**config.mk**
```make
export PLATFORM = sky130hd
export DESIGN_NAME = mc_ctrl_flat
export DESIGN_NICKNAME = d
export VERILOG_FILES = /design/src/rtl/mc_ctrl_pkg.sv /design/src/rtl/mc_ctrl_if.sv /design/src/rtl/mc_decode.sv /design/src/rtl/mc_ctrl.sv /design/src/flat_wrapper.sv
export SDC_FILE = /design/constraint.sdc
export NUM_CORES = 1
export LEC_CHECK = 0
export BUFFER_PORTS_ARGS = -buffer_cell sky130_fd_sc_hd__clkbuf_2
export CELL_PAD_IN_SITES_DETAIL_PLACEMENT = 2
export CELL_PAD_IN_SITES_GLOBAL_PLACEMENT = 2
export CORE_AREA = 4 4 76 78
export CTS_CLUSTER_DIAMETER = 100
export DETAILED_ROUTE_END_ITERATION = 7
export DIE_AREA = 0 0 80 82
export GPL_TIMING_DRIVEN = 0
export PLACE_DENSITY_LB_ADDON = 0.08
export SETUP_SLACK_MARGIN = 0.15
export SLEW_MARGIN = 20
export SYNTH_ARGS = -nofsm -noshare
export SYNTH_HDL_FRONTEND = slang
export SYNTH_HIERARCHICAL = 1
export SYNTH_SLANG_ARGS = --single-unit
```
**constraint.sdc**
```tcl
create_clock -name clk -period 4.3 [get_ports clk]
set_clock_uncertainty 0.15 [all_clocks]
set_input_delay 0.645 -clock clk [delete_from_list [all_inputs] [get_ports clk]]
set_output_delay 0.645 -clock clk [all_outputs]
set_load 0.005 [all_outputs]
```
**src/rtl/mc_ctrl_pkg.sv**
```systemverilog
// mc_ctrl_pkg: shared encodings for the multi-cycle MIPS controller.
// Holds the opcode/funct constants, the FSM state encoding, the datapath
// select encodings (EOp, ALUOp, RegDst, MemtoReg, NPCOp) and the one-hot
// instruction-class layout produced by mc_decode.
package mc_ctrl_pkg;

  // Opcodes (IR[31:26])
  localparam logic [5:0] OP_RTYPE = 6'b000000;
  localparam logic [5:0] OP_ORI   = 6'b001101;
  localparam logic [5:0] OP_LUI   = 6'b001111;
  localparam logic [5:0] OP_LW    = 6'b100011;
  localparam logic [5:0] OP_SW    = 6'b101011;
  localparam logic [5:0] OP_BEQ   = 6'b000100;
  localparam logic [5:0] OP_J     = 6'b000010;
  localparam logic [5:0] OP_JAL   = 6'b000011;

  // R-type funct codes (IR[5:0])
  localparam logic [5:0] FN_ADDU  = 6'b100001;
  localparam logic [5:0] FN_SUBU  = 6'b100011;
  localparam logic [5:0] FN_JR    = 6'b001000;

  // FSM states; the numeric values are visible on the debug state port
  typedef enum logic [3:0] {
    S_FETCH  = 4'd0,
    S_DECODE = 4'd1,
    S_EXE    = 4'd2,
    S_ALUWB  = 4'd3,
    S_MADDR  = 4'd4,
    S_MRD    = 4'd5,
    S_MWB    = 4'd6,
    S_MWR    = 4'd7,
    S_BR     = 4'd8,
    S_JMP    = 4'd9
  } state_t;

  // Extender modes
  localparam logic [1:0] EOP_SIGN     = 2'b00;
  localparam logic [1:0] EOP_ZERO     = 2'b01;
  localparam logic [1:0] EOP_UPPER    = 2'b10;
  localparam logic [1:0] EOP_SIGN_SH2 = 2'b11;

  // ALU operations
  localparam logic [2:0] ALU_ADD   = 3'b000;
  localparam logic [2:0] ALU_SUB   = 3'b001;
  localparam logic [2:0] ALU_OR    = 3'b010;
  localparam logic [2:0] ALU_PASSB = 3'b011;

  // Register-file destination select
  localparam logic [1:0] RD_RT = 2'b00;
  localparam logic [1:0] RD_RD = 2'b01;
  localparam logic [1:0] RD_RA = 2'b10;

  // Register-file write-data select
  localparam logic [1:0] M2R_ALU = 2'b00;
  localparam logic [1:0] M2R_MEM = 2'b01;
  localparam logic [1:0] M2R_PC4 = 2'b10;

  // Next-PC select
  localparam logic [1:0] NPC_PC4  = 2'b00;
  localparam logic [1:0] NPC_BR   = 2'b01;
  localparam logic [1:0] NPC_JUMP = 2'b10;
  localparam logic [1:0] NPC_GPR  = 2'b11;

  // One-hot instruction class: bit positions
  localparam int CLS_N  = 10;
  localparam int C_ADDU = 0;
  localparam int C_SUBU = 1;
  localparam int C_ORI  = 2;
  localparam int C_LUI  = 3;
  localparam int C_LW   = 4;
  localparam int C_SW   = 5;
  localparam int C_BEQ  = 6;
  localparam int C_J    = 7;
  localparam int C_JAL  = 8;
  localparam int C_JR   = 9;

  typedef logic [CLS_N-1:0] cls_t;

endpackage

```
**src/rtl/mc_ctrl_if.sv**
```systemverilog
// mc_ctrl_if: controller <-> datapath bundle.
//   opcode, funct, zero : instruction fields and ALU flag into the controller
//   PCWr..NPCOp         : write enables and datapath selects out of it
//   state, illegal      : debug state and unsupported-instruction flag
//   instr_cnt           : retired-instruction count (CNT_W bits)
// Modports: master = controller side, slave = datapath side.
interface mc_ctrl_if #(parameter int CNT_W = 32);
  logic [5:0]       opcode;
  logic [5:0]       funct;
  logic             zero;
  logic             PCWr;
  logic             IRWr;
  logic             RegWr;
  logic             MemWr;
  logic [1:0]       EOp;
  logic             ALUSrc;
  logic [2:0]       ALUOp;
  logic [1:0]       RegDst;
  logic [1:0]       MemtoReg;
  logic [1:0]       NPCOp;
  logic [3:0]       state;
  logic             illegal;
  logic [CNT_W-1:0] instr_cnt;

  modport master (
    input  opcode, funct, zero,
    output PCWr, IRWr, RegWr, MemWr, EOp, ALUSrc, ALUOp,
           RegDst, MemtoReg, NPCOp, state, illegal, instr_cnt
  );

  modport slave (
    output opcode, funct, zero,
    input  PCWr, IRWr, RegWr, MemWr, EOp, ALUSrc, ALUOp,
           RegDst, MemtoReg, NPCOp, state, illegal, instr_cnt
  );
endinterface

```
**src/rtl/mc_decode.sv**
```systemverilog
// mc_decode: purely combinational instruction classifier.
//   i_opcode  : IR[31:26]
//   i_funct   : IR[5:0], only meaningful for opcode 000000
//   o_cls     : one-hot instruction class (bit layout in mc_ctrl_pkg)
//   o_illegal : no supported instruction matched
module mc_decode
  import mc_ctrl_pkg::*;
(
  input  logic [5:0] i_opcode,
  input  logic [5:0] i_funct,
  output cls_t       o_cls,
  output logic       o_illegal
);

  cls_t w_cls;

  always_comb begin
    w_cls = '0;
    case (i_opcode)
      OP_RTYPE: begin
        case (i_funct)
          FN_ADDU: w_cls[C_ADDU] = 1'b1;
          FN_SUBU: w_cls[C_SUBU] = 1'b1;
          FN_JR:   w_cls[C_JR]   = 1'b1;
          default: ;
        endcase
      end
      OP_ORI:  w_cls[C_ORI] = 1'b1;
      OP_LUI:  w_cls[C_LUI] = 1'b1;
      OP_LW:   w_cls[C_LW]  = 1'b1;
      OP_SW:   w_cls[C_SW]  = 1'b1;
      OP_BEQ:  w_cls[C_BEQ] = 1'b1;
      OP_J:    w_cls[C_J]   = 1'b1;
      OP_JAL:  w_cls[C_JAL] = 1'b1;
      default: ;
    endcase
  end

  assign o_cls     = w_cls;
  assign o_illegal = (w_cls == '0);

endmodule

```
**src/rtl/mc_ctrl.sv**
```systemverilog
// mc_ctrl: multi-cycle MIPS-subset control unit (Moore FSM).
//   clk   : clock, all state changes on its rising edge
//   reset : asynchronous active-high reset
//   bus   : mc_ctrl_if.master -- opcode/funct/zero in; write enables,
//           datapath selects, debug state, illegal and instr_cnt out
// Parameter CNT_W sets the instr_cnt width and must match the interface.
// Optional feature: define MC_CTRL_INSTR_CNT_EN to build the retired-
// instruction counter; otherwise instr_cnt is tied to zero.
module mc_ctrl
  import mc_ctrl_pkg::*;
#(
  parameter int CNT_W = 32
) (
  input  logic      clk,
  input  logic      reset,
  mc_ctrl_if.master bus
);

  state_t r_state;
  state_t w_next;
  cls_t   r_cls;
  cls_t   w_dec_cls;
  cls_t   w_cls;
  logic   w_dec_illegal;

  logic       w_pcwr, w_irwr, w_regwr, w_memwr, w_alusrc, w_illegal;
  logic [1:0] w_eop, w_regdst, w_m2r, w_npc;
  logic [2:0] w_aluop;

  mc_decode u_decode (
    .i_opcode  (bus.opcode),
    .i_funct   (bus.funct),
    .o_cls     (w_dec_cls),
    .o_illegal (w_dec_illegal)
  );

  function automatic logic [1:0] eop_of(input cls_t c);
    if (c[C_ORI])      return EOP_ZERO;
    else if (c[C_LUI]) return EOP_UPPER;
    else if (c[C_BEQ]) return EOP_SIGN_SH2;
    else               return EOP_SIGN;
  endfunction

  function automatic logic [2:0] aluop_of(input cls_t c);
    if (c[C_SUBU])     return ALU_SUB;
    else if (c[C_ORI]) return ALU_OR;
    else if (c[C_LUI]) return ALU_PASSB;
    else               return ALU_ADD;
  endfunction

  // In DECODE the class comes straight from the IR; afterwards from the
  // copy latched when leaving DECODE, so EOp is stable across the whole
  // instruction even though it is first needed in DECODE.
  assign w_cls = (r_state == S_DECODE) ? w_dec_cls : r_cls;

  always_comb begin
    w_next = S_FETCH;
    case (r_state)
      S_FETCH:  w_next = S_DECODE;
      S_DECODE: begin
        if (w_dec_cls[C_ADDU] | w_dec_cls[C_SUBU] | w_dec_cls[C_ORI] | w_dec_cls[C_LUI])
          w_next = S_EXE;
        else if (w_dec_cls[C_LW] | w_dec_cls[C_SW])
          w_next = S_MADDR;
        else if (w_dec_cls[C_BEQ])
          w_next = S_BR;
        else if (w_dec_cls[C_J] | w_dec_cls[C_JAL] | w_dec_cls[C_JR])
          w_next = S_JMP;
        else
          w_next = S_FETCH;
      end
      S_EXE:    w_next = S_ALUWB;
      S_MADDR:  w_next = r_cls[C_LW] ? S_MRD : S_MWR;
      S_MRD:    w_next = S_MWB;
      default:  w_next = S_FETCH;
    endcase
  end

  always_ff @(posedge clk or posedge reset) begin
    if (reset) begin
      r_state <= S_FETCH;
      r_cls   <= '0;
    end else begin
      r_state <= w_next;
      if (r_state == S_DECODE) r_cls <= w_dec_cls;
    end
  end

  always_comb begin
    w_pcwr    = 1'b0;
    w_irwr    = 1'b0;
    w_regwr   = 1'b0;
    w_memwr   = 1'b0;
    w_alusrc  = 1'b0;
    w_illegal = 1'b0;
    w_eop     = EOP_SIGN;
    w_aluop   = ALU_ADD;
    w_regdst  = RD_RT;
    w_m2r     = M2R_ALU;
    w_npc     = NPC_PC4;
    if (r_state != S_FETCH) w_eop = eop_of(w_cls);
    case (r_state)
      S_FETCH: begin
        w_pcwr = 1'b1;
        w_irwr = 1'b1;
        w_npc  = NPC_PC4;
      end
      S_DECODE: w_illegal = w_dec_illegal;
      S_EXE, S_MADDR: begin
        w_alusrc = w_cls[C_ORI] | w_cls[C_LUI] | w_cls[C_LW] | w_cls[C_SW];
        w_aluop  = aluop_of(w_cls);
      end
      S_ALUWB: begin
        w_regwr  = 1'b1;
        w_regdst = (w_cls[C_ADDU] | w_cls[C_SUBU]) ? RD_RD : RD_RT;
        w_m2r    = M2R_ALU;
      end
      S_MWB: begin
        w_regwr  = 1'b1;
        w_regdst = RD_RT;
        w_m2r    = M2R_MEM;
      end
      S_MWR: w_memwr = 1'b1;
      S_BR: begin
        w_aluop = ALU_SUB;
        w_npc   = NPC_BR;
        w_pcwr  = bus.zero;
      end
      S_JMP: begin
        w_pcwr = 1'b1;
        w_npc  = w_cls[C_JR] ? NPC_GPR : NPC_JUMP;
        if (w_cls[C_JAL]) begin
          w_regwr  = 1'b1;
          w_regdst = RD_RA;
          w_m2r    = M2R_PC4;
        end
      end
      default: ;
    endcase
    // The state register already sits in FETCH during reset, but FETCH
    // itself drives PCWr/IRWr, so outputs are silenced explicitly.
    if (reset) begin
      w_pcwr    = 1'b0;
      w_irwr    = 1'b0;
      w_regwr   = 1'b0;
      w_memwr   = 1'b0;
      w_alusrc  = 1'b0;
      w_illegal = 1'b0;
      w_eop     = EOP_SIGN;
      w_aluop   = ALU_ADD;
      w_regdst  = RD_RT;
      w_m2r     = M2R_ALU;
      w_npc     = NPC_PC4;
    end
  end

  assign bus.PCWr     = w_pcwr;
  assign bus.IRWr     = w_irwr;
  assign bus.RegWr    = w_regwr;
  assign bus.MemWr    = w_memwr;
  assign bus.EOp      = w_eop;
  assign bus.ALUSrc   = w_alusrc;
  assign bus.ALUOp    = w_aluop;
  assign bus.RegDst   = w_regdst;
  assign bus.MemtoReg = w_m2r;
  assign bus.NPCOp    = w_npc;
  assign bus.state    = r_state;
  assign bus.illegal  = w_illegal;

`ifdef MC_CTRL_INSTR_CNT_EN
  logic [CNT_W-1:0] r_cnt;

  // Every final state always returns to FETCH, so being in one is the
  // retire event; illegal instructions leave from DECODE and never count.
  always_ff @(posedge clk or posedge reset) begin
    if (reset) begin
      r_cnt <= '0;
    end else if (r_state inside {S_ALUWB, S_MWB, S_MWR, S_BR, S_JMP}) begin
      r_cnt <= r_cnt + {{(CNT_W-1){1'b0}}, 1'b1};
    end
  end

  assign bus.instr_cnt = r_cnt;
`else
  assign bus.instr_cnt = '0;
`endif

endmodule

```
**src/flat_wrapper.sv**
```systemverilog
// flat-port wrapper written by rule: the top's interface ports become plain ports
module mc_ctrl_flat import mc_ctrl_pkg::*;
#(
  parameter int CNT_W = 32
)
  (clk, reset, bus_opcode, bus_funct, bus_zero, bus_PCWr, bus_IRWr, bus_RegWr, bus_MemWr, bus_EOp, bus_ALUSrc, bus_ALUOp, bus_RegDst, bus_MemtoReg, bus_NPCOp, bus_state, bus_illegal, bus_instr_cnt);
  mc_ctrl_if #(.CNT_W(CNT_W)) bus_i ();
  input  logic clk;
  input  logic reset;
  input wire logic [$bits(bus_i.opcode)-1:0] bus_opcode;
  input wire logic [$bits(bus_i.funct)-1:0] bus_funct;
  input wire logic [$bits(bus_i.zero)-1:0] bus_zero;
  output wire logic [$bits(bus_i.PCWr)-1:0] bus_PCWr;
  output wire logic [$bits(bus_i.IRWr)-1:0] bus_IRWr;
  output wire logic [$bits(bus_i.RegWr)-1:0] bus_RegWr;
  output wire logic [$bits(bus_i.MemWr)-1:0] bus_MemWr;
  output wire logic [$bits(bus_i.EOp)-1:0] bus_EOp;
  output wire logic [$bits(bus_i.ALUSrc)-1:0] bus_ALUSrc;
  output wire logic [$bits(bus_i.ALUOp)-1:0] bus_ALUOp;
  output wire logic [$bits(bus_i.RegDst)-1:0] bus_RegDst;
  output wire logic [$bits(bus_i.MemtoReg)-1:0] bus_MemtoReg;
  output wire logic [$bits(bus_i.NPCOp)-1:0] bus_NPCOp;
  output wire logic [$bits(bus_i.state)-1:0] bus_state;
  output wire logic [$bits(bus_i.illegal)-1:0] bus_illegal;
  output wire logic [$bits(bus_i.instr_cnt)-1:0] bus_instr_cnt;
  assign bus_i.opcode = bus_opcode;
  assign bus_i.funct = bus_funct;
  assign bus_i.zero = bus_zero;
  assign bus_PCWr = bus_i.PCWr;
  assign bus_IRWr = bus_i.IRWr;
  assign bus_RegWr = bus_i.RegWr;
  assign bus_MemWr = bus_i.MemWr;
  assign bus_EOp = bus_i.EOp;
  assign bus_ALUSrc = bus_i.ALUSrc;
  assign bus_ALUOp = bus_i.ALUOp;
  assign bus_RegDst = bus_i.RegDst;
  assign bus_MemtoReg = bus_i.MemtoReg;
  assign bus_NPCOp = bus_i.NPCOp;
  assign bus_state = bus_i.state;
  assign bus_illegal = bus_i.illegal;
  assign bus_instr_cnt = bus_i.instr_cnt;
  mc_ctrl #(.CNT_W(CNT_W)) u_core (.clk(clk), .reset(reset), .bus(bus_i));
endmodule
```
Word level (Yosys, flattened, before mapping)
Cells that the tools add are included.

operators by class
  muxes and demuxes = 51
  divide/modulo/power cells = 0
  add/subtract/negate cells = 0
  bitwise logic cells = 10
  multipliers = 0
  reduce and logical (&&, ||, !) cells = 7
  eq/ne operators = 19
  shift-type cells = 0
  order comparisons = 0

operators with widths
  cell                                                                   count
  6-bit equality test, second input constant                             4
  1-bit two-way mux                                                      24
  2-bit two-way mux                                                      12
  4-bit one-hot mux with 5 select lines                                  1
  6-bit by 4-bit equality test with 1-bit output, second input constant  3
  4-bit by 3-bit equality test with 1-bit output, second input constant  4
  4-bit two-way mux                                                      4
  6-bit by 2-bit equality test with 1-bit output, second input constant  2
  2-bit one-hot mux with 2 select lines                                  3
  10-bit logical NOT                                                     1
  10-bit two-way mux                                                     1
  1-bit bitwise OR                                                       10
  3-bit two-way mux                                                      3
  4-bit by 2-bit equality test with 1-bit output, second input constant  2
  4-bit equality test, second input constant                             2
  6-bit by 3-bit equality test with 1-bit output, second input constant  1
  6-bit logical NOT                                                      1
  3-bit one-hot mux with 2 select lines                                  1
  2-bit OR reduction                                                     3
  4-bit by 1-bit equality test with 1-bit output, second input constant  1
  4-bit logical NOT                                                      1
  1-bit one-hot mux with 2 select lines                                  2
  4-bit nonzero test                                                     1

word-level totals
  output and inout port bits = 53
  bits of input ports = 15
  memory bits (writable) = 0
  ROM bits = 0
  flip-flop bits (word level) = 14
  latch bits = 0
  memories kept = 0
  word-level logic and storage cells = 90

Depth between registers and ports, before layout
Gate-level depths: netlist (run 1).

  word-level depth = 9
  depth in mapped cells = 6
  depth with buffers taken out = 6

Cells and area by module
Netlist (run 1), hierarchy kept.

modules (own cells, without submodules)
  module     cells an instance  area an instance (um2)  instances  sequential area each (um2)
  mc_ctrl    125                1134.8                  1          325.3
  mc_decode  30                 211.5                   1          0.0

Worst setup path before layout (run 1)
OpenSTA, ideal clock, no wires.

  path type = in2out
  from = in bus_funct[2]
  to = out bus_ALUOp[0]
  stages on the path = 5
  data required time = 3505 ps
  buffers on the path = 0
  path slack = 1430 ps
  data arrival time = 2075 ps
  path through = or4bb_1 -> or2_1 -> nor4b_2 -> nor3b_1 -> o32ai_1

on the way
  cells in the longest elaborated chain, start to end = 7

RTL lines
  item                                   RTL line            text
  from (decl)                            flat_wrapper.sv:11  input wire logic [$bits(bus_i.funct)-1:0] bus_funct;
  6-bit equality test                    mc_decode.sv:21     case (i_funct)
  1-bit two-way mux                      mc_decode.sv:21
  2-bit two-way mux                      mc_decode.sv:19     case (i_opcode)
  net u_core.w_dec_cls[1]                mc_ctrl.sv:22       cls_t w_dec_cls;
  10-bit two-way mux                     -
  3-bit two-way mux                      mc_ctrl.sv:45       if (c[C_SUBU]) return ALU_SUB;
  3-bit one-hot mux with 2 select lines  mc_ctrl.sv:102      case (r_state)
  3-bit two-way mux                      mc_ctrl.sv:142      if (reset) begin
  to (decl)                              flat_wrapper.sv:19  output wire logic [$bits(bus_i.ALUOp)-1:0] bus_ALUOp;

The timed path passes the listed nets, and every way through them passes these cells.

Worst setup path after layout (run 1)
Same ends and word-level chain as after synthesis.

==> results.yml, run 1 <==
routing:
  drtIter0Drc: 32
  firstDrtPassIters: 4
  vias_per_cell: 4.53
  avgRoutedWirePerCell_um: 14.3
  wl_um: 4210
  vias: 1336
  antenna_left: 0
  drc_errors: 0
critical_path:
  crit_chain: "clkbuf_2, or4bb_1, or2_1, nor4b_2, nor3b_1, o32ai_1, clkbuf_2"
  cp-end-kind: "primary output"
  reg2reg_depth: 5
  r2r_slack_ns: 2.36
  crit_path_frequent_cell: "clkbuf_2"
  slowest_stage: "or4bb_1"
  timing.rr.start: "u_core/bus.state[3]"
  cp.arrival_ns: 2.49
  crit_path_max_fanout: 4
  cp_num_buf_inv: 2
  crit_required_ns: 3.50
  path_class: "input pin to primary output"
  cp_slowest_stage_delay_ns: 0.50
  cp-start-kind: "input pin"
  cp_top_family: "simple AND/OR/NAND/NOR gates"
  timing.rr.end: "u_core/r_cls[0]"
layout:
  drive_gt1_share_pct: 40.9
  mostFrequentLayoutCells: "buf_4, clkbuf_2, conb_1"
  antenna_cells: 0
  regArea_um2: 325
  fin_nets: 241
  layout_commonest_cell: "buf_4"
  finalCoreUtilization_pct: 34.9
  multi_input_area_um2: 830
  fillers: 618
  syn_to_final_growth_pct: 31.5
timing:
  fmax_mhz: 304
  period_needed_ns: 3.28
  period_share_pct: 76.4
  timing.setup.tns_ns: 0
  rsz0062_at_grt: "no"
  slew_viol_final: 0
  relSlewSlack_pct: 56.4
  worstMarginPinSlew_ns: 0.647
  hold_viol_final: 0
  setup_viol: 0
global_routing:
  grt_start_max_net_pins: 18
  grt_pass1_wl_um: 7130
  grt_pass1_vias: 1451
  overflow: 0
  antenna_found_initial: 0
  grt_use_total_pct: 13.7
floorplan:
  die_height_um: 82
  fp.dieArea_mm2: 0.00656
  core_mm2: 0.00507
  start_util_pct: 26.5
  io_pins: 68
  num_rows: 26
  die_w_um: 80
placement:
  dp_hpwl_um: 3540
  port-buffer-count: 34
  globalplace.congestion: 0.784
outcome:
  outcome: "complete, no violations"
hold_path:
  min_path_cells: 1
  whs_endpoint: "u_core/r_cls[9]"
  min_from: "u_core/r_cls[9]"
  min-delay-path-class: "flop to flop"
yosys:
  synth_ff_type: "dfrtp_1"
  synth_enable_flop_cells: 0
  avgSynthCellArea_um2: 8.69
  yosys_warnings: 6
  synth-seq-cells: 13
  synthCells: 155
  ys_seq_area_share_pct: 24.2
  ys_types: 50
  syn_area_mm2: 0.00135
  async_flop_share_pct: 100
clock_network:
  clockBufferDepth: 2
  cts_tree: "built"
  cts_max_level: 1
  cts_buffers: 3
  path_clk_slew_ns: 0.05
  postCtsSetupRepairBufs: 0
  cts.sinks: 13
  clk_latency_ns: 0.24
  cts-hold-fix-buffers: 0
  cts_resized: 0
  cts_root_buffer: "clkbuf_8"
power_and_ir_drop:
  power-per-cell-area_mw_per_mm2: 355
  ir_worst_vdd_mv: 0.126
  p_total_mw: 0.629
  cellLeakagePower_nw: 0.925
flow_run:
  cap_violations: 0
[sequential cells by signal, indices dropped and copies added (netlist names)]
signal            flops
u_core/r_cls          9
u_core/bus.state      4
[where the power goes]
group,switching [mW],total (mW),leakage (nW),internal (mW)
logic,0.197,0.359,0.721,0.162
clock network,0.0464,0.110,0.0255,0.0640
registers,0.0203,0.159,0.178,0.139
total,0.264,0.629,0.925,0.365
[cell usage after synthesis, types with 2 or more instances]
library cell  instances  share of area (%)
nand2b_1              3                1.4
and2_1                2               0.93
nand3_1               2               0.74
or3b_1                2                1.3
a211oi_1              2                1.1
nor2b_1               3                1.4
nor4_1                4                1.9
nand3b_1              4                2.2
a21oi_1               4                1.5
and3_1                3                1.4
dfrtp_1              13                 24
mux2_2                8                6.7
nor4b_1               2                1.3
nand2_1               6                1.7
nor2_1                9                2.5
nor3b_1               3                1.7
nor3_1                6                2.2
buf_4                35                 20
buf_6                 2                1.7
a31oi_1               2               0.93
or3_1                 3                1.4
inv_1                 5                1.4
clkbuf_1              2               0.56
o2111a_1              2                1.7
nand4_1               3                1.4
[stage by stage]
stage | area (um2) | setup WS (ns) | hold WS, ns | std cells
finish | 1770 | 1.02 | 0.356 | 295
global route | 1770 | 0.848 | 0.379 | 295
CTS | 1770 | 1.00 | 0.361 | 295
detailed placement | 1720 | 1.01 | 0.348 | 291
global placement | 1720 | 1.07 | 0.338 | 291
floorplan | 1470 | 1.43 | 0.323 | 187
[layer usage]
layer  vias to the layer above  wire length (um)  global-route usage (%)
li1                        637                 -                       -
met1                       655              1780                    17.0
met2                        40              2160                    25.0
met3                         4               236                    2.74
met4                         0                30                    1.52
met5                         -                 0                       0
[cells by family after synthesis]
logic type | after synthesis | synth area share [%]
buffers and inverters | 44 | 23.1
AND/OR/NAND/NOR | 67 | 32.9
XOR/XNOR | 1 | 0.651
multiplexers | 9 | 7.44
flip-flops | 13 | 24.2
AO/OA/AOI/OAI | 20 | 11.4
other | 1 | 0.279
[area by class of cell]
class	instances	share of cell area [%]
buffer	39	16.5
sequential	13	18.4
timing repair buffer	34	9.61
tap	70	4.95
inverter	5	1.06
clock inverter	1	0.283
clock buffer	3	2.33
multi-input combinational	130	46.9
[worst max path at each step]
stage | startpoint | end | slack [ns] | depth (start not counted)
finish | bus_funct[2] | bus_ALUOp[0] | 1.02 | 7
global route | bus_funct[2] | bus_ALUOp[0] | 0.85 | 7
CTS | bus_funct[2] | bus_ALUOp[0] | 1.00 | 7
detailed placement | bus_funct[2] | bus_ALUOp[0] | 1.01 | 7
global placement | bus_funct[2] | bus_ALUOp[0] | 1.07 | 7
floorplan | bus_funct[2] | bus_ALUOp[0] | 1.43 | 5
Power figures use the tool's default switching activity.
==> run 2: changes to the inputs <==
CORE_AREA = 4 4 79 81   (was 4 4 76 78)
DIE_AREA = 0 0 83 85   (was 0 0 80 82)
clock period = 3.45 ns   (was 4.3 ns; I/O delays follow)
==> run 2 against run 1 <==
  * Non-clock buffer count unchanged
  * Register-to-register slack worse by 0.84 ns
  * Critical path depth unchanged
  * Combinational power up 22%
  * Global-route usage down 1.5 points
  * Wire length up 0.31%
  * Highest routed layer unchanged
==> results.yml, run 2 (same netlist as run 1, synthesis figures left out) <==
critical_path:
  endpoint: "bus_ALUOp[0]"
  crit_required_ns: 2.78
  timing.rr.start: "u_core/bus.state[3]"
  timing.rr.end: "u_core/r_cls[1]"
  reg2reg_depth: 5
  path_class: "input pin to primary output"
  crit_path_max_fanout: 4
  cp.arrival_ns: 2.34
  cp-start-kind: "input pin"
  startpoint: "bus_funct[2]"
  cp-end-kind: "primary output"
  r2r_slack_ns: 1.52
clock_network:
  cts-hold-fix-buffers: 0
  cts_resized: 0
  cts_buffers: 3
  cts.sinks: 13
  cts_tree: "built"
  clk_latency_ns: 0.24
  postCtsSetupRepairBufs: 0
  cts_root_buffer: "clkbuf_8"
  path_clk_slew_ns: 0.06
  cts_max_level: 1
  clockBufferDepth: 2
placement:
  dp_hpwl_um: 3590
  globalplace.congestion: 0.752
  port-buffer-count: 34
timing:
  rsz0062_at_grt: "no"
  relSlewSlack_pct: 53.0
  fmax_mhz: 332
  hold_viol_final: 0
  timing.setup.tns_ns: 0
  period_share_pct: 87.2
  slew_viol_final: 0
  worstMarginPinSlew_ns: 0.698
  period_needed_ns: 3.01
  setup_viol: 0
layout:
  mostFrequentLayoutCells: "buf_4, clkbuf_2, conb_1"
  syn_to_final_growth_pct: 31.6
  layout_commonest_cell: "buf_4"
  largest_reg_flops: 9
  finalCoreUtilization_pct: 32.4
  max_flop_register: "u_core/r_cls"
  antenna_cells: 0
  drive_gt1_share_pct: 40.4
  fin_nets: 241
routing:
  wl_um: 4220
  firstDrtPassIters: 4
  antenna_left: 0
  drc_errors: 0
  vias_per_cell: 4.51
  vias: 1339
  avgRoutedWirePerCell_um: 14.2
  drtIter0Drc: 38
power_and_ir_drop:
  power-per-cell-area_mw_per_mm2: 437
  power_frac_clock_pct: 17.8
  pwr-share-comb_pct: 56.6
  switching_share_pct: 41.0
  ir_worst_vdd_mv: 0.124
  cellLeakagePower_nw: 0.922
  p_int_mw: 0.456
  p_switching_mw: 0.318
  pwr-share-seq_pct: 25.7
floorplan:
  io_pins: 68
  fp.dieArea_mm2: 0.00706
  num_rows: 27
  start_util_pct: 24.6
  die_w_um: 83
  die_height_um: 85
  core_mm2: 0.00547
global_routing:
  antenna_found_initial: 0
  grt_use_total_pct: 12.2
  grt_pass1_vias: 1451
  overflow: 0
  grt_pass1_wl_um: 7180
  grt_start_max_net_pins: 18
flow_run:
  cap_violations: 0
outcome:
  outcome: "complete, no violations"
hold_path:
  min-delay-path-class: "input pin to async pin"
-- run 2: critical path: stages --
cell      delay [ns]
clkbuf_2        0.09
or4bb_1         0.50
or2_1           0.27
nor4b_2         0.36
nor3b_1         0.10
o32ai_1         0.33
clkbuf_2        0.17
-- run 2: cell type report --
type | instances | area [um2]
Fill cell | 677 | 3700
Timing Repair Buffer | 34 | 170
Tap cell | 72 | 90.1
Buffer | 39 | 293
Sequential cell | 13 | 325
Clock buffer | 4 | 45.0
Inverter | 5 | 18.8
Multi-Input combinational cell | 130 | 830
-- run 2: power by group through the flow --
stage               combinational [mW]  sequential (mW)  clock (mW)
floorplan                        0.315            0.198           0
global placement                 0.431            0.200           0
detailed placement               0.439            0.202           0
CTS                              0.441            0.199       0.145
global route                     0.493            0.204       0.154
finish                           0.438            0.199       0.138
-- run 2: per-stage QoR --
step           instances  worst slack (ns)  instance area (um2)  hold slack (ns)  power, mW
2_1_floorplan        187             0.835                 1470            0.274      0.513
3_3_place_gp         293             0.451                 1730            0.342      0.631
3_5_place_dp         293             0.460                 1730            0.356      0.641
4_1_cts              297             0.433                 1770            0.275      0.785
5_1_grt              297             0.304                 1770            0.320      0.851
6_report             297             0.441                 1770            0.249      0.774
-- run 2: routing by layer --
layer / GRT usage (%) / vias up / part of all wire [%]
li1: - / 639 / -
met3: 2.62 / 7 / 5.5
met5: 0 / - / 0
met1: 14.2 / 651 / 42
met2: 22.3 / 42 / 51
met4: 3.57 / 0 / 1.6
-- run 2: worst min path at each step --
stage / depth (start not counted) / slack, ns / from / to
detailed placement: 1 / 0.36 / u_core/r_cls[0] / u_core/r_cls[0]
global route: 2 / 0.32 / reset / u_core/bus.state[0]
CTS: 2 / 0.28 / reset / u_core/bus.state[2]
finish: 2 / 0.25 / reset / u_core/bus.state[1]
global placement: 1 / 0.34 / u_core/r_cls[9] / u_core/r_cls[9]
floorplan: 1 / 0.27 / reset / u_core/bus.state[0]
==> run 3: changes to the inputs <==
CTS_BUF_LIST = sky130_fd_sc_hd__clkbuf_16   (was default)
SKIP_CTS_REPAIR_TIMING = 1   (was default)
==> run 3 against run 2 <==
  * Fmax decreased by 0.49%
  * Sequential power about the same
  * Register-to-register slack got worse by 0.02 ns
  * Core utilization increased by 0.62 points
  * Via count decreased by 1.0%
  * Die area unchanged
  * Clock power increased by 58%
  * Worst setup slack got worse by 0.015 ns
  * Critical path type unchanged
  * Highest routed layer unchanged
==> results.yml, run 3 (same netlist as run 1, synthesis figures left out) <==
outcome:
  outcome: "complete, no violations"
timing:
  rsz0062_at_grt: "no"
  fmax_mhz: 331
  relSlewSlack_pct: 54.5
  worstMarginPinSlew_ns: 0.677
  period_needed_ns: 3.02
  setup_viol: 0
  hold_viol_final: 0
  slew_viol_final: 0
  period_share_pct: 87.7
  fin_ws_ns: 0.426
  timing.setup.tns_ns: 0
placement:
  dp_slack_ns: 0.460
  dp_hpwl_um: 3590
  port-buffer-count: 34
  globalplace.congestion: 0.752
global_routing:
  grt-busiest-layer: "met2"
  grt_pass1_vias: 1464
  grt_start_max_net_pins: 18
  grt_use_met1_pct: 14.5
  use_met2_pct: 22.6
  met3_usage_pct: 2.43
  grt_pass1_wl_um: 7290
  grt_use_total_pct: 12.5
  antenna_found_initial: 0
  overflow: 0
floorplan:
  num_rows: 27
  start_util_pct: 24.6
  io_pins: 68
  core_mm2: 0.00547
  die_height_um: 85
  fp.dieArea_mm2: 0.00706
  die_w_um: 83
layout:
  mostFrequentLayoutCells: "buf_4, clkbuf_2, conb_1"
  antenna_cells: 0
  fillers: 668
  layout_commonest_cell: "buf_4"
  fin_nets: 241
  drive_gt1_share_pct: 40.4
  max_flop_register: "u_core/r_cls"
  largest_reg_flops: 9
  syn_to_final_growth_pct: 34.1
  finalCoreUtilization_pct: 33.0
critical_path:
  startpoint: "bus_funct[2]"
  timing.rr.end: "u_core/r_cls[1]"
  endpoint: "bus_ALUOp[0]"
  timing.rr.start: "u_core/bus.state[3]"
  cp_num_buf_inv: 2
  cp-start-kind: "input pin"
  path_class: "input pin to primary output"
  crit_path_max_fanout: 4
  cp.depth: 7
  r2r_slack_ns: 1.50
  cp-end-kind: "primary output"
  cp_slowest_stage_delay_ns: 0.51
  crit_required_ns: 2.78
  cp_top_family: "simple AND/OR/NAND/NOR gates"
  cp.arrival_ns: 2.36
  crit_path_frequent_cell: "clkbuf_2"
  reg2reg_depth: 5
  crit_chain: "clkbuf_2, or4bb_1, or2_1, nor4b_2, nor3b_1, o32ai_1, clkbuf_2"
  slowest_stage: "or4bb_1"
flow_run:
  cap_violations: 0
clock_network:
  cts_max_level: 1
  clk_latency_ns: 0.24
  path_clk_slew_ns: 0.05
  cts_root_buffer: "clkbuf_16"
  clockBufferDepth: 2
  cts.sinks: 13
  cts_buffers: 3
  cts_tree: "built"
power_and_ir_drop:
  cellLeakagePower_nw: 0.942
  ir_worst_vdd_mv: 0.162
  power-per-cell-area_mw_per_mm2: 476
routing:
  drtIter0Drc: 32
  firstDrtPassIters: 4
  wl_um: 4320
  drc_errors: 0
  vias_per_cell: 4.46
  avgRoutedWirePerCell_um: 14.5
  vias: 1325
  antenna_left: 0
hold_path:
  min-delay-path-class: "input pin to async pin"
-- run 3: worst min path at each step --
| stage | start | endpoint | slack, ns |
|---|---|---|---|
| 4_1_cts | reset | u_core/bus.state[2] | 0.28 |
| 5_1_grt | reset | u_core/bus.state[0] | 0.33 |
| 3_5_place_dp | u_core/r_cls[0] | u_core/r_cls[0] | 0.36 |
| 2_1_floorplan | reset | u_core/bus.state[0] | 0.27 |
| 6_report | reset | u_core/bus.state[1] | 0.26 |
| 3_3_place_gp | u_core/r_cls[9] | u_core/r_cls[9] | 0.34 |
-- run 3: layout make-up --
type	instances	area (um2)	share of cell area [%]
multi-input combinational	130	830	45.9
inverter	5	18.8	1.04
sequential	13	325	18.0
clock inverter	1	3.75	0.208
timing repair buffer	34	170	9.42
buffer	39	293	16.2
tap	72	90.1	4.99
clock buffer	3	75.1	4.16
-- run 3: metrics by stage --
| stage | hold slack [ns] | total power [mW] | instance area [um2] | instances |
|---|---|---|---|---|
| global route | 0.329 | 0.935 | 1810 | 297 |
| detailed placement | 0.356 | 0.641 | 1730 | 293 |
| floorplan | 0.274 | 0.513 | 1470 | 187 |
| finish | 0.256 | 0.859 | 1810 | 297 |
| global placement | 0.342 | 0.631 | 1730 | 293 |
| CTS | 0.278 | 0.869 | 1810 | 297 |
-- run 3: routing by layer --
metal / vias to the layer above / routed length, um
met2: 41 / 2230
met4: 0 / 73
met5: - / 0
li1: 636 / -
met1: 642 / 1790
met3: 6 / 222
-- run 3: report_power, final --
part           total (mW)  switching [mW]  leakage [nW]  internal (mW)
logic               0.442           0.240         0.721          0.202
clock network       0.218          0.0653        0.0423          0.153
registers           0.199          0.0252         0.178          0.174
total               0.859           0.331         0.942          0.528
-- run 3: worst register-to-register path, delay by kind of cell, from the launching register on --
kind	cells	cell delay [ns]
buf+inv	3	0.58
simple gates	1	0.37
flops	1	0.38
mux	1	0.36
